--- config.mk ---
export PLATFORM = sky130hd
export DESIGN_NAME = fpa_arbiter
export DESIGN_NICKNAME = d
export VERILOG_FILES = /design/src/rtl/fpa_pkg.sv /design/src/rtl/fpa_rsp_fifo.sv /design/src/rtl/fpa_arbiter.sv
export SDC_FILE = /design/constraint.sdc
export NUM_CORES = 1
export LEC_CHECK = 0
export ABC_AREA = 1
export BUFFER_PORTS_ARGS = -buffer_cell sky130_fd_sc_hd__buf_2
export CELL_PAD_IN_SITES_DETAIL_PLACEMENT = 1
export CELL_PAD_IN_SITES_GLOBAL_PLACEMENT = 2
export CORE_MARGIN = 5
export CORE_UTILIZATION = 28
export CTS_BUF_LIST = sky130_fd_sc_hd__clkbuf_4 sky130_fd_sc_hd__clkbuf_8
export DETAILED_ROUTE_END_ITERATION = 12
export PLACE_DENSITY = 0.87
export SLEW_MARGIN = 40
export SYNTH_ARGS = -nofsm -noshare
export SYNTH_HDL_FRONTEND = slang
export SYNTH_SLANG_ARGS = --single-unit
--- constraint.sdc ---
create_clock -name clk_34 -period 1.7 [get_ports clk_34]
set_input_delay 0.085 -clock clk_34 [delete_from_list [all_inputs] [get_ports clk_34]]
set_output_delay 0.085 -clock clk_34 [all_outputs]
set_load 0.01 [all_outputs]
--- src/rtl/fpa_pkg.sv ---
// Shared types for the fp16 adder arbiter: widths, control states, response FIFO entry.
// No logic; tag field is sized for the largest supported requester count (8).
package fpa_pkg;
    localparam int FP16_W = 16;
    localparam int TAG_W  = 3;

    typedef enum logic [1:0] {IDLE, RUN, DRAIN} fsm_t;

    typedef struct packed {
        logic [FP16_W-1:0] sum;
        logic              ovf;
        logic              unf;
        logic [TAG_W-1:0]  tag;
    } rsp_t;
endpackage

--- src/rtl/fpa_rsp_fifo.sv ---
// Response FIFO: holds tagged adder results until the consumer takes them.
// Latency: push visible at head the edge after; head is combinational from storage.
// Backpressure: caller reserves space in advance; a push while full is ignored unless popping.
module fpa_rsp_fifo
    import fpa_pkg::*;
#(
    parameter int DEPTH = 4,
    localparam int CW = $clog2(DEPTH + 1),
    localparam int PW = (DEPTH > 1) ? $clog2(DEPTH) : 1
) (
    input  logic          clk,
    input  logic          rst_n,
    input  logic          push,
    input  rsp_t          push_dat,
    input  logic          pop,
    output rsp_t          head,
    output logic [CW-1:0] count
);
    localparam logic [CW-1:0] FULL = CW'(DEPTH);
    localparam logic [PW-1:0] LAST = PW'(DEPTH - 1);

    rsp_t           mem [DEPTH];
    logic [PW-1:0]  wr_ptr;
    logic [PW-1:0]  rd_ptr;
    logic           do_push;
    logic           do_pop;

    assign do_pop  = pop && (count != '0);
    assign do_push = push && ((count != FULL) || do_pop);
    assign head    = mem[rd_ptr];

    always_ff @(posedge clk or negedge rst_n) begin
        if (!rst_n) begin
            wr_ptr <= '0;
            rd_ptr <= '0;
            count  <= '0;
            for (int i = 0; i < DEPTH; i++) mem[i] <= '0;
        end else begin
            if (do_push) begin
                mem[wr_ptr] <= push_dat;
                wr_ptr      <= (wr_ptr == LAST) ? '0 : wr_ptr + 1'b1;
            end
            if (do_pop) rd_ptr <= (rd_ptr == LAST) ? '0 : rd_ptr + 1'b1;
            count <= count + CW'(do_push) - CW'(do_pop);
        end
    end
endmodule

--- src/rtl/fpa_arbiter.sv ---
// Round-robin share of one fp16 adder among NREQ requesters (FPA_ARB_PRIO0_EN: requester 0 fixed priority).
// Latency: grant edge E -> rsp_valid_34 after edge E+ADD_LAT+1 into an empty FIFO.
// Backpressure: grants only while in-flight + queued results fit the FIFO; rsp port is valid/ready.
module fpa_arbiter
    import fpa_pkg::*;
#(
    parameter int NREQ       = 4,
    parameter int ADD_LAT    = 1,
    parameter int FIFO_DEPTH = 4,
    localparam int TW = $clog2(NREQ)
) (
    input  logic                   clk_34,
    input  logic                   rst_34,
    input  logic                   flush_34,
    input  logic [NREQ-1:0]        req_valid_34,
    output logic [NREQ-1:0]        req_ready_34,
    input  logic [NREQ*FP16_W-1:0] req_opa_34,
    input  logic [NREQ*FP16_W-1:0] req_opb_34,
    output logic [FP16_W-1:0]      add_a_34,
    output logic [FP16_W-1:0]      add_b_34,
    input  logic [FP16_W-1:0]      add_sum_34,
    input  logic                   add_ovf_34,
    input  logic                   add_unf_34,
    output logic                   rsp_valid_34,
    input  logic                   rsp_ready_34,
    output logic [FP16_W-1:0]      rsp_sum_34,
    output logic [TW-1:0]          rsp_tag_34,
    output logic                   rsp_ovf_34,
    output logic                   rsp_unf_34,
    output logic                   busy_34
);
    localparam int CW = $clog2(FIFO_DEPTH + 1);
    // Stage 0 shadows the operand register; stages 1..ADD_LAT follow the adder pipeline.
    localparam int PS = ADD_LAT + 1;

    fsm_t           state;
    logic [TW-1:0]  rr;
    logic [PS-1:0]  pipe_vld;
    logic [TW-1:0]  pipe_tag [PS];
    logic [CW-1:0]  fifo_cnt;
    logic [CW:0]    inflight;
    logic           grant_en;
    logic           found;
    logic           prio_hit;
    logic           fire;
    logic [TW-1:0]  gnt_idx;
    logic           busy;
    rsp_t           push_dat;
    rsp_t           fifo_head;
    logic           unused_tag_bits;

    always_comb begin
        inflight = '0;
        for (int i = 0; i < PS; i++) inflight = inflight + (CW+1)'(pipe_vld[i]);
    end

    assign busy     = (|pipe_vld) || (fifo_cnt != '0);
    assign grant_en = (state == RUN) && ((inflight + {1'b0, fifo_cnt}) < (CW+1)'(FIFO_DEPTH));

    always_comb begin
        logic [TW-1:0] idx;
        found    = 1'b0;
        prio_hit = 1'b0;
        gnt_idx  = '0;
        idx      = '0;
        for (int k = 1; k <= NREQ; k++) begin
            idx = TW'((int'(rr) + k) % NREQ);
            if (!found && req_valid_34[idx]) begin
                found   = 1'b1;
                gnt_idx = idx;
            end
        end
`ifdef FPA_ARB_PRIO0_EN
        if (req_valid_34[0]) begin
            found    = 1'b1;
            prio_hit = 1'b1;
            gnt_idx  = '0;
        end
`endif
    end

    assign fire = found && grant_en;

    always_comb begin
        req_ready_34 = '0;
        if (fire) req_ready_34[gnt_idx] = 1'b1;
    end

    always_ff @(posedge clk_34 or negedge rst_34) begin
        if (!rst_34) begin
            state <= IDLE;
        end else begin
            case (state)
                IDLE:    if (|req_valid_34) state <= RUN;
                RUN:     if (flush_34) state <= DRAIN;
                         else if (!(|req_valid_34) && !busy) state <= IDLE;
                DRAIN:   if (!busy) state <= IDLE;
                default: state <= IDLE;
            endcase
        end
    end

    always_ff @(posedge clk_34 or negedge rst_34) begin
        if (!rst_34) begin
            add_a_34 <= '0;
            add_b_34 <= '0;
            rr       <= TW'(NREQ - 1);
            pipe_vld <= '0;
            for (int i = 0; i < PS; i++) pipe_tag[i] <= '0;
        end else begin
            if (fire) begin
                add_a_34 <= req_opa_34[int'(gnt_idx)*FP16_W +: FP16_W];
                add_b_34 <= req_opb_34[int'(gnt_idx)*FP16_W +: FP16_W];
                if (!prio_hit) rr <= gnt_idx;
            end
            pipe_vld    <= {pipe_vld[PS-2:0], fire};
            pipe_tag[0] <= gnt_idx;
            for (int i = 1; i < PS; i++) pipe_tag[i] <= pipe_tag[i-1];
        end
    end

    always_comb begin
        push_dat     = '0;
        push_dat.sum = add_sum_34;
        push_dat.ovf = add_ovf_34;
        push_dat.unf = add_unf_34;
        push_dat.tag = TAG_W'(pipe_tag[PS-1]);
    end

    fpa_rsp_fifo #(.DEPTH(FIFO_DEPTH)) u_rsp_fifo (
        .clk      (clk_34),
        .rst_n    (rst_34),
        .push     (pipe_vld[PS-1]),
        .push_dat (push_dat),
        .pop      (rsp_valid_34 && rsp_ready_34),
        .head     (fifo_head),
        .count    (fifo_cnt)
    );

    assign rsp_valid_34    = (fifo_cnt != '0);
    assign rsp_sum_34      = fifo_head.sum;
    assign rsp_ovf_34      = fifo_head.ovf;
    assign rsp_unf_34      = fifo_head.unf;
    assign rsp_tag_34      = fifo_head.tag[TW-1:0];
    assign busy_34         = busy;
    assign unused_tag_bits = ^fifo_head.tag;
endmodule
==> impl_summary.log <==
[metrics] run status: finished with violations
[metrics] violations in the final reports: negative setup slack
[metrics] required time of the critical path: roughly 1.6 ns
[metrics] kind of capture point of the worst setup path: output port
[metrics] worst path arrival time: between 2 and 2.5 ns
[metrics] logic depth of the worst register-to-register path: 17
[metrics] leading area contributor after synthesis: sky130_fd_sc_hd__dfrtp_1
[metrics] Synth Instances: between 700 and 800
[metrics] core footprint: approximately 0.025 mm2
[metrics] transition time at the pin with the least slew margin: between 0.5 and 0.6 ns
[metrics] proportion of layout cells with a drive suffix above 1: roughly three fifths
[metrics] final worst path period share: 148%
[metrics] Setup violations, final: between 100 and 150
[metrics] worst slew margin relative to its limit: between 60% and 70%
[metrics] count of input and output buffers: about 210
[metrics] Non-Filler Cell Area, Final: 0.0130 mm2
[metrics] TNS Setup: -38.11 ns
[metrics] number of placement rows: 58
[metrics] antenna-violating nets left: 0
[metrics] fraction of registers with async set/reset: 100%
[metrics] die span in x: roughly 170 um
[metrics] max-cap violation count: 0
[metrics] maximum buffer depth of the clock tree: 2
[metrics] dominant register cell in the synthesized netlist: sky130_fd_sc_hd__dfrtp_1
[metrics] Fmax: just under 400 MHz
[metrics] Post-Place Cell Area: 0.00886 mm2
[metrics] worst min-delay path category: in -> reg
[metrics] most common cell in the synthesized netlist: sky130_fd_sc_hd__nand2_1
[metrics] final slew viol count: 0
[metrics] clock sink count: about 130
[metrics] I/O Pins: between 200 and 250
[metrics] number of synthesized flops with an enable pin: 0
[metrics] number of remaining DRC errors: 0
[metrics] worst hold margin: between 0.015 and 0.02 ns
[metrics] register area share after synthesis: 46.1%
[metrics] power per cell area: roughly 2400 mW/mm2
[metrics] Initial DRC Count: 356
[metrics] top cell type's share of synthesized area: a little under half
[metrics] synth cell count leaders: sky130_fd_sc_hd__nand2_1, sky130_fd_sc_hd__dfrtp_1, sky130_fd_sc_hd__nand3_1
[metrics] post-synthesis net count: between 900 and 1000
[metrics] relative area change from synthesis to final layout: 85.2%
[metrics] cell internal power dissipation: about 17 mW
[metrics] starting density of the core: approximately 28%
[metrics] leakage dissipation: around 6.1 nW
[metrics] fill cell instance count of the final layout: roughly 2700
[metrics] category of the worst setup path launch point: flip-flop
[metrics] count of endpoints failing hold in the final timing report: 0
[metrics] DP Wirelength: roughly 18 mm
[metrics] Final Wtd Congestion: about 0.83
[metrics] synthesis-stage register bit count: 129
[metrics] proportion of power drawn by the clock network: a little under a tenth
[metrics] count of vias placed by the detailed router: about 7900
[metrics] top post-synthesis cells by area: sky130_fd_sc_hd__dfrtp_1, sky130_fd_sc_hd__mux2_2, sky130_fd_sc_hd__nand2_1
[metrics] initial antenna violation count: 2
[metrics] count of cell instances traversed by the critical path: 13
[metrics] minimum clock period after layout: ~2.5 ns
[metrics] number of global-route vias before repair: around 8400
[metrics] Overall Global Routing Usage: about a fifth
[metrics] Crit Path Max Fanout: 6
[metrics] RSZ-0062 raised after global routing: true
[metrics] H-tree lvl count: 4
[metrics] net switching power of the design: 14.0 mW
[metrics] first drt pass iteration count: 4
[metrics] Num CTS Buffers: 17
[metrics] hold path cells: 5
[metrics] clock root buffer master: sky130_fd_sc_hd__clkbuf_8
[metrics] Worst-path clk slew: 0.09 ns
[metrics] drt wl/cell: around 23 um
[metrics] first-pass GRT wire length: approximately 47 mm
[metrics] global route total overflow: 0
[metrics] highest-delay cell along the critical path: sky130_fd_sc_hd__dfstp_2
[metrics] Worst-Skew Late Latency: 0.48 ns
[metrics] sequential cell fraction of total power: between 15 and 20%
[metrics] Syn Std Cell Area: 0.00701 mm2
[metrics] maximum number of pins on one net before global-route repair: 51
[metrics] Synth warnings: 0
[metrics] category of the critical setup timing path: reg -> out
[metrics] worst clock skew: between 0.02 and 0.025 ns
[metrics] Total Routed Length: 35.4 mm
[metrics] average cell area after synthesis: between 9 and 10 um2
[metrics] diode insertion count for antenna repair: 0
[metrics] Worst path top cell family by delay: simple AND/OR/NAND/NOR gates
[metrics] floorplan die area: 0.0283 mm2
[metrics] cell seen most often among critical-path stages: sky130_fd_sc_hd__nand2_2
[metrics] Comb pwr share: a little under three quarters
[metrics] slowest cell delay on critical path: slightly above 0.6 ns
[metrics] final setup margin: -0.820 ns
[metrics] vertical extent of the die: around 170 um
[metrics] clock tree from TritonCTS: done
[metrics] total number of nets in the final design: roughly 1300
[metrics] maximum vdd ir drop: roughly 1.3 mV
[metrics] cell-by-cell trace of the critical path: buf_12 -> nand2_2 -> nand2_4 -> nand2_2 -> nand2_2 -> nand2_2 -> nand2_2 -> nand2_2 -> nand3_4 -> inv_4 -> buf_6 -> nor3_4 -> buf_6
[metrics] Vias per Instance: between 5 and 6
[metrics] count of unique library cells instantiated by Yosys: 36
[metrics] net switching fraction of the power: 45.1%
[metrics] CP bufs+invs: 4
-- metrics by stage --
| stage | worst slack (ns) | util [%] | std cells | total power, mW |
|---|---|---|---|---|
| floorplan | -0.0949 | - | 776 | 13.4 |
| global placement | -0.330 | 35.6 | 1326 | 17.9 |
| detailed placement | -0.462 | 35.6 | 1326 | 18.2 |
| CTS | -0.739 | 45.7 | 1490 | 25.6 |
| global route | -0.916 | 52.2 | 1523 | 32.7 |
| finish | -0.820 | 52.2 | 1523 | 31.1 |
-- flip-flops by register name, summed over array words and instances (netlist names) --
signal,flops
add_a_34,16
add_b_34,16
pipe_tag,4
pipe_vld,2
rr,2
state,2
u_rsp_fifo.count,3
u_rsp_fifo.mem,80
u_rsp_fifo.rd_ptr,2
u_rsp_fifo.wr_ptr,2
-- power groups by stage --
stage,registers (mW),clock network [mW],logic (mW)
3_5_place_dp,5.59,0,12.6
3_3_place_gp,5.49,0,12.4
6_report,6.06,2.99,22.1
5_1_grt,6.20,3.20,23.3
2_1_floorplan,5.50,0,7.95
4_1_cts,5.69,3.01,16.9
-- placed cells by master (no fill, tap or decap), drive strengths merged, types with 2 or more instances in the layout --
cell / netlist / routed
clkinvlp: 0 / 3
o21ai: 48 / 48
buf: 40 / 348
clkbuf: 21 / 29
nand3: 102 / 102
o22ai: 20 / 20
inv: 25 / 27
mux2: 80 / 80
dfstp: 2 / 2
nand2: 167 / 167
dlygate4sd3: 0 / 87
clkinv: 1 / 7
ha: 9 / 9
dfrtp: 127 / 127
nor3: 2 / 2
nand4: 65 / 65
nor2: 56 / 56
bufinv: 0 / 3
-- routing by layer --
layer	GRT usage, %	up-vias	routed length, um	share of wire [%]
li1	-	3523	-	-
met1	24.7	3971	13700	39
met2	36.5	317	18100	51
met3	5.61	114	1910	5.4
met4	7.48	4	1650	4.7
met5	0	-	19	0.054
-- worst paths after layout --
| path | startpoint | endpoint | slack (ns) |
|---|---|---|---|
| hold / removal | req_opb_34[31] | add_b_34[15] | 0.02 |
| hold reg to reg | pipe_tag[2] | pipe_tag[0] | 0.36 |
| setup reg to reg | rr[0] | add_b_34[2] | -0.79 |
| setup / recovery | rr[0] | req_ready_34[2] | -0.82 |
| min in group asynchronous | rst_34 | u_rsp_fifo.mem[6] | 0.11 |
| max in group asynchronous | rst_34 | add_b_34[11] | 0.93 |
-- kinds of logic after synthesis --
family | after synthesis | synth area share, %
flip-flops | 129 | 46.1
multiplexers | 80 | 12.9
AND/OR/NAND/NOR | 395 | 26.5
buffers and inverters | 87 | 6.69
adder cells (fa/ha/maj) | 10 | 1.89
AO/OA/AOI/OAI | 74 | 5.80
XOR/XNOR | 1 | 0.125
-- worst min-delay path, stage by stage --
cell and delay (ns):
sky130_fd_sc_hd__buf_2 0.10, sky130_fd_sc_hd__nand4_1 0.10, sky130_fd_sc_hd__nand3_2 0.08, sky130_fd_sc_hd__nand3_2 0.06, sky130_fd_sc_hd__nand2_1 0.04
-- what timing repair did --
| item | in CTS | in global routing |
|---|---|---|
| setup buffers | 33 | 26 |
| setup endpoints to repair | 144 | 145 |
| gates resized for setup | 182 | 286 |
| hold buffers | 87 | 0 |
| hold endpoints to repair | 223 | 0 |
| pin swaps | 70 | 97 |
| gates cloned | 12 | 12 |
-- final cells by class --
type / instances / area (um2) / area share (%)
tap: 330 / 413 / 3.18
clock buffer: 19 / 255 / 1.97
sequential: 129 / 3230 / 24.9
multi-input combinational: 560 / 4800 / 37.0
inverter: 26 / 130 / 1.00
timing repair buffer: 445 / 3960 / 30.5
clock inverter: 13 / 176 / 1.36
timing repair inverter: 1 / 16.3 / 0.125
Note: power is estimated with default switching activity, not from simulation.
